==> config.mk <==
export PLATFORM = sky130hd
export DESIGN_NAME = weight_read_sequencer
export DESIGN_NICKNAME = d
export VERILOG_FILES = /design/src/rtl/weight_read_sequencer_pkg.sv /design/src/rtl/weight_read_sequencer_edge.sv /design/src/rtl/weight_read_sequencer.sv
export SDC_FILE = /design/constraint.sdc
export NUM_CORES = 1
export LEC_CHECK = 0
export BUFFER_PORTS_ARGS = -buffer_cell sky130_fd_sc_hd__buf_2
export CAP_MARGIN = 15
export CELL_PAD_IN_SITES_DETAIL_PLACEMENT = 0
export CELL_PAD_IN_SITES_GLOBAL_PLACEMENT = 1
export CORE_MARGIN = 3
export CORE_UTILIZATION = 45
export CTS_BUF_LIST = sky130_fd_sc_hd__clkbuf_4 sky130_fd_sc_hd__clkbuf_8
export CTS_CLUSTER_SIZE = 30
export DETAILED_ROUTE_END_ITERATION = 8
export GPL_TIMING_DRIVEN = 0
export HOLD_SLACK_MARGIN = 0.02
export PLACE_DENSITY_LB_ADDON = 0.1
export REMOVE_ABC_BUFFERS = 1
export SLEW_MARGIN = 20
export SYNTH_ARGS = -nofsm -noshare
export SYNTH_HDL_FRONTEND = slang
export SYNTH_HIERARCHICAL = 1
export SYNTH_SLANG_ARGS = --single-unit
==> constraint.sdc <==
create_clock -name I_clk -period 3.3 [get_ports I_clk]
set_clock_uncertainty 0.05 [all_clocks]
set_input_delay 0.165 -clock I_clk [delete_from_list [all_inputs] [get_ports I_clk]]
set_output_delay 0.165 -clock I_clk [all_outputs]
set_load 0.02 [all_outputs]
==> src/rtl/weight_read_sequencer_pkg.sv <==
// Shared types and helpers for the weight-BRAM read sequencer and its siblings.
// Holds state encoding, channel-group constants and small sizing helpers.
package weight_read_sequencer_pkg;

    typedef enum logic [2:0] {
        ST_IDLE      = 3'd0,
        ST_LOAD_WAIT = 3'd1,
        ST_CALC      = 3'd2,
        ST_RUN       = 3'd3,
        ST_DONE      = 3'd4
    } seq_state_e;

    // Number of address bits needed to index 'depth' entries.
    function automatic int getasize(input int unsigned depth);
        int bits;
        bits = 0;
        for (int i = 0; i < 32; i++) begin
            if ((32'd1 << i) < depth) bits = i + 1;
        end
        return bits;
    endfunction

    localparam int CH_IN_LOG2  = getasize(16);
    localparam int CH_OUT_LOG2 = getasize(32);

    // ceil(n / 2**lg)
    function automatic logic [63:0] ceil_to_group(input logic [63:0] n, input int lg);
        logic [63:0] mask;
        mask = (64'd1 << lg) - 64'd1;
        return (n + mask) >> lg;
    endfunction

endpackage

==> src/rtl/weight_read_sequencer_edge.sv <==
// Rising-edge detector for a level start request: two sampling flops plus a
// registered single-cycle pulse. Shared with the weight loader.
module seq_edge_detect (
    input  logic clk_i,
    input  logic rst_ni,
    input  logic level_i,
    output logic pulse_o
);

    logic sync_q;
    logic prev_q;
    logic pulse_q;

    always_ff @(posedge clk_i or negedge rst_ni) begin
        if (!rst_ni) begin
            sync_q  <= 1'b0;
            prev_q  <= 1'b0;
            pulse_q <= 1'b0;
        end else begin
            sync_q  <= level_i;
            prev_q  <= sync_q;
            pulse_q <= sync_q & ~prev_q;
        end
    end

    assign pulse_o = pulse_q;

endmodule

==> src/rtl/weight_read_sequencer.sv <==
// Read-side address generator for the double-buffered weight BRAM: walks
// co-group (outer), kernel position (middle), ci-group (inner) after load-done.
module weight_read_sequencer
    import weight_read_sequencer_pkg::*;
#(
    parameter int LITEWIDTH   = 32,
    parameter int CH_IN       = 16,
    parameter int CH_OUT      = 32,
    parameter int KWIDTH      = 4,
    parameter int COWIDTH     = 10,
    parameter int WBRAM_DEPTH = 512
) (
    input  logic                 I_clk,
    input  logic                 I_rst_n,
    input  logic                 I_ap_start,
    input  logic [LITEWIDTH-1:0] I_ci_num,
    input  logic [LITEWIDTH-1:0] I_co_num,
    input  logic [LITEWIDTH-1:0] I_kxk_num,
    input  logic                 I_load_done,
    input  logic                 I_pe_ready,
    output logic [COWIDTH-2:0]   O_rd_wdepth,
    output logic                 O_rd_dv,
    output logic                 O_acc_first,
    output logic                 O_acc_last,
    output logic [COWIDTH-6:0]   O_cog_idx,
    output logic                 O_busy,
    output logic                 O_done,
    output logic                 O_err
);

    localparam int GW    = COWIDTH - 4;
    localparam int CW    = COWIDTH - 5;
    localparam int PW    = 2 * COWIDTH;
    localparam int CI_LG = getasize(CH_IN);
    localparam int CO_LG = getasize(CH_OUT);

    // Group counters and k counter have fixed widths; larger configs are rejected.
    localparam logic [63:0] GMAX = (64'd1 << GW) - 64'd1;
    localparam logic [63:0] KMAX = 64'd1 << KWIDTH;

    logic start_pulse;

    seq_edge_detect u_start_edge (
        .clk_i   (I_clk),
        .rst_ni  (I_rst_n),
        .level_i (I_ap_start),
        .pulse_o (start_pulse)
    );

    logic [63:0]   cig_cnt_d;
    logic [63:0]   cog_cnt_d;
    logic [63:0]   kxk_d;
    logic [PW-1:0] stride_d;
    logic [PW-1:0] total_d;
    logic          cfg_zero_d;
    logic          cfg_ovf_d;

    always_comb begin
        cig_cnt_d  = ceil_to_group(64'(I_ci_num), CI_LG);
        cog_cnt_d  = ceil_to_group(64'(I_co_num), CO_LG);
        kxk_d      = 64'(I_kxk_num);
        stride_d   = PW'(cig_cnt_d[GW-1:0]) * PW'(cog_cnt_d[GW-1:0]);
        total_d    = stride_d * PW'(kxk_d[KWIDTH:0]);
        cfg_zero_d = (I_ci_num == '0) || (I_co_num == '0) || (I_kxk_num == '0);
        cfg_ovf_d  = (cig_cnt_d > GMAX) || (cog_cnt_d > GMAX) || (kxk_d > KMAX)
                     || (total_d > PW'(WBRAM_DEPTH));
    end

    seq_state_e          state_q;
    logic [COWIDTH-1:0]  addr_q;
    logic [COWIDTH-1:0]  kbase_q;
    logic [COWIDTH-1:0]  stride_q;
    logic [GW-1:0]       cog_step_q;
    logic [GW-1:0]       cig_q;
    logic [GW-1:0]       cog_q;
    logic [GW-1:0]       cigmax_q;
    logic [GW-1:0]       cogmax_q;
    logic [KWIDTH-1:0]   k_q;
    logic [KWIDTH-1:0]   kmax_q;
    logic                dv_q;
    logic                first_q;
    logic                last_q;
    logic [CW-1:0]       cogidx_q;
    logic                done_q;
    logic                err_q;

    always_ff @(posedge I_clk or negedge I_rst_n) begin
        if (!I_rst_n) begin
            state_q    <= ST_IDLE;
            addr_q     <= '0;
            kbase_q    <= '0;
            stride_q   <= '0;
            cog_step_q <= '0;
            cig_q      <= '0;
            cog_q      <= '0;
            cigmax_q   <= '0;
            cogmax_q   <= '0;
            k_q        <= '0;
            kmax_q     <= '0;
            dv_q       <= 1'b0;
            first_q    <= 1'b0;
            last_q     <= 1'b0;
            cogidx_q   <= '0;
            done_q     <= 1'b0;
            err_q      <= 1'b0;
        end else begin
            dv_q    <= 1'b0;
            first_q <= 1'b0;
            last_q  <= 1'b0;
            if (start_pulse) begin
                // Restart from any state; an in-flight valid already left this cycle.
                state_q <= ST_LOAD_WAIT;
                done_q  <= 1'b0;
                err_q   <= 1'b0;
                addr_q  <= '0;
                kbase_q <= '0;
                cig_q   <= '0;
                cog_q   <= '0;
                k_q     <= '0;
            end else begin
                case (state_q)
                    ST_IDLE: ;
                    ST_LOAD_WAIT: begin
                        if (I_load_done) state_q <= ST_CALC;
                    end
                    ST_CALC: begin
                        stride_q   <= stride_d[COWIDTH-1:0];
                        cog_step_q <= cog_cnt_d[GW-1:0];
                        cigmax_q   <= cig_cnt_d[GW-1:0] - GW'(1);
                        cogmax_q   <= cog_cnt_d[GW-1:0] - GW'(1);
                        kmax_q     <= kxk_d[KWIDTH-1:0] - KWIDTH'(1);
                        if (cfg_zero_d) begin
                            done_q  <= 1'b1;
                            state_q <= ST_DONE;
                        end else if (cfg_ovf_d) begin
                            err_q   <= 1'b1;
                            state_q <= ST_DONE;
                        end else begin
                            state_q <= ST_RUN;
                        end
                    end
                    ST_RUN: begin
                        if (I_pe_ready) begin
                            dv_q     <= 1'b1;
                            first_q  <= (k_q == '0) && (cig_q == '0);
                            last_q   <= (k_q == kmax_q) && (cig_q == cigmax_q);
                            cogidx_q <= cog_q[CW-1:0];
                            // Incremental depth = k*stride + cig*coG + cog.
                            if (cig_q != cigmax_q) begin
                                cig_q  <= cig_q + GW'(1);
                                addr_q <= addr_q + COWIDTH'(cog_step_q);
                            end else if (k_q != kmax_q) begin
                                cig_q   <= '0;
                                k_q     <= k_q + KWIDTH'(1);
                                kbase_q <= kbase_q + stride_q;
                                addr_q  <= kbase_q + stride_q;
                            end else if (cog_q != cogmax_q) begin
                                cig_q   <= '0;
                                k_q     <= '0;
                                cog_q   <= cog_q + GW'(1);
                                kbase_q <= COWIDTH'(cog_q) + COWIDTH'(1);
                                addr_q  <= COWIDTH'(cog_q) + COWIDTH'(1);
                            end else begin
                                done_q  <= 1'b1;
                                state_q <= ST_DONE;
                            end
                        end
                    end
                    ST_DONE: ;
                    default: state_q <= ST_IDLE;
                endcase
            end
        end
    end

    assign O_rd_wdepth = addr_q[COWIDTH-2:0];
    assign O_rd_dv     = dv_q;
    assign O_acc_first = first_q;
    assign O_acc_last  = last_q;
    assign O_cog_idx   = cogidx_q;
    assign O_busy      = (state_q == ST_LOAD_WAIT) || (state_q == ST_CALC) || (state_q == ST_RUN);
    assign O_done      = done_q;
    assign O_err       = err_q;

endmodule

==> results.yml <==
setup_path:
  cp-start-kind: "primary input"
  slowest_delay_ns: 0.57
  crit_type: "primary input to flop"
  crit_top_cell: "fa_1"
  worstPathArrival_ns: 7.84
  crit_path_end_kind: "flop"
  rrSetupSlack_ns: 0.25
  required_ns: 3.50
  critPathMaxFanout: 6
  critPathSlowestCell: "o41ai_4"
sta:
  fmax_mhz: 131
  final_max_slew_viol_count: 0
  period_needed_ns: 7.64
  hold_viol: 0
  holdWs_ns: 0.159
  grt_setup_unrepaired: "yes"
  worst_pin_slew_ns: 0.919
  tns_ns: -19.83
  setup_viol: 9
  fin_crit_sh_pct: 232
  max_slew_margin_pct: 38.2
  layout_setup_ws_ns: -4.34
yosys:
  yosysTopAreaCell: "dfrtp_1"
  synth_seq_cells: 81
  avgSynthCellArea_sq_um: 8.38
  yosys_warnings: 6
  synth_top_area_share_pct: 23.0
  netlist_top_cells_area: "dfrtp_1, fa_1, ha_1"
  synth_edf_count: 0
  yosys.cell_types.count: 78
  synthFlopType: "dfrtp_1"
  syn_inst: 1050
  ys_top_cells_by_count: "nand2_1, nor2_1, inv_1"
  seq_area_frac_synth_pct: 23.0
  netlist_area_sq_um: 8800
  ys_async_sr_fraction_pct: 100
  yosysMostFrequentCell: "nand2_1"
floorplanning:
  die_w_um: 146
  die_area_sq_um: 21300
  die_y_um: 146
  start_util_pct: 46.4
  core_area_sq_um: 19000
  pin_count: 121
  num_rows: 50
global_route:
  grt_max_degree: 58
  grt_pass1_vias: 7885
  antenna_found_initial: 0
  track_usage_pct: 22.9
  grt_pass1_wl_mm: 40.4
  grt_overflow: 0
flow_run:
  maxCapViolCount: 0
detailed_routing:
  routed_wl_mm: 24.9
  drc: 0
  wl_per_cell_um: 16.9
  antenna_left: 0
  routed_via_density: 5.54
  drtIter0Drc: 455
  vias: 8182
  dr.pass1.iters: 5
layout:
  area_delta_synth_final_pct: 27.3
  finalNetCount: 1432
  finalInstanceArea_sq_um: 11200
  drive_gt1_share_pct: 27.5
  antenna_cells: 0
place:
  io_buffers: 120
  dp_hpwl_mm: 18.5
  gp_congestion: 0.882
  placed_cell_area_sq_um: 9620
clock_network:
  tritoncts: "built"
  clockBufferDepth: 2
  clkLatencyLatePin_ns: 0.36
  path_clk_slew_ns: 0.09
  cts.sinks: 81
  cts_buffers: 9
  cts_max_level: 3
  root_buffer: "clkbuf_8"
min_path:
  min_path_type: "primary input to flop"
outcome:
  status: "complete, but fails checks"
  violations: "negative setup slack"
[path summary, 6_finish.rpt]
path | startpoint | endpoint | cells after the start
setup / recovery | I_ci_num[0] | state_q[2] | 32
min in group asynchronous | I_rst_n | kbase_q[7] | 2
setup reg to reg | cig_q[3] | addr_q[8] | 8
max in group asynchronous | I_rst_n | cog_step_q[4] | 3
hold reg to reg | u_start_edge/sync_q | u_start_edge/prev_q | 0
hold / removal | I_kxk_num[0] | kmax_q[0] | 2
[logic make-up after synthesis]
| kind of cell | Yosys count | synth area share [%] |
|---|---|---|
| xor gates and xnor gates | 79 | 7.86 |
| DFF | 81 | 23.0 |
| and+or+nand+nor | 448 | 26.2 |
| AOI/OAI and AO/OA | 182 | 14.2 |
| muxes | 20 | 2.40 |
| adders and majority gates | 119 | 21.1 |
| buffers and inverters | 121 | 5.27 |
[sequential cells by signal, indices dropped and copies added, names as in the netlist, 6 cells and up]
signal and cells:
addr_q 9, kbase_q 9, stride_q 9, cig_q 6, cigmax_q 6, cog_q 6
cog_step_q 6, cogmax_q 6
[stage by stage]
step           std cells  util [%]  setup slack (ns)
6_report            1477      59.1             -4.34
5_1_grt             1477      59.1             -4.63
4_1_cts             1454      57.2             -4.31
3_5_place_dp        1396      50.8             -6.02
3_3_place_gp        1395      50.6             -6.04
2_1_floorplan       1015         -             -4.67
[metal layers]
layer	wire length (um)	vias to the layer above	track usage, %
li1	-	4001	-
met1	10900	3957	30.1
met2	12400	192	39.7
met3	1010	32	2.71
met4	541	0	6.79
met5	0	-	0
[layout make-up]
| cell class | count | area (sq um) |
|---|---|---|
| sequential | 81 | 2030 |
| multi-input combinational | 848 | 7090 |
| timing repair buffer | 186 | 1190 |
| clock buffer | 11 | 139 |
| inverter | 86 | 330 |
| clock inverter | 5 | 104 |
| tap | 260 | 325 |
| fill | 1748 | 7750 |
[timing repair]
| action | CTS | global route |
|---|---|---|
| hold endpoints to repair | 37 | 0 |
| pin swaps | 63 | 56 |
| hold buffers | 3 | 0 |
| endpoints found under the setup margin | 22 | 19 |
| setup buffers | 39 | 24 |
| resized for setup | 102 | 46 |
[worst max-delay path: cells and delay by family]
family	cells	cell delay, ns
AO/OA/AOI/OAI	8	1.86
AND/OR/NAND/NOR	9	1.47
XOR/XNOR	2	0.46
buffers and inverters	5	0.43
adder cells (fa/ha/maj)	8	3.45
[layout by cell type, fill, tap and decap left out, drive strengths merged, types with 11 or more instances in the layout]
cell type | synthesis | routed
buf | 4 | 183
nand2 | 127 | 127
nor2 | 84 | 84
inv | 84 | 84
dfrtp | 81 | 81
ha | 70 | 70
fa | 49 | 49
o21ai | 45 | 45
xnor2 | 45 | 45
nand3 | 40 | 40
a21oi | 39 | 39
and2 | 36 | 36
xor2 | 34 | 34
nor3 | 30 | 30
nand4 | 29 | 29
nor4 | 27 | 27
a21o | 14 | 14
and3 | 13 | 13
mux2i | 11 | 11
clkbuf | 31 | 11
Power is not shown: default switching activity piles up to over one toggle a cycle in this logic, so the estimate is an artifact.
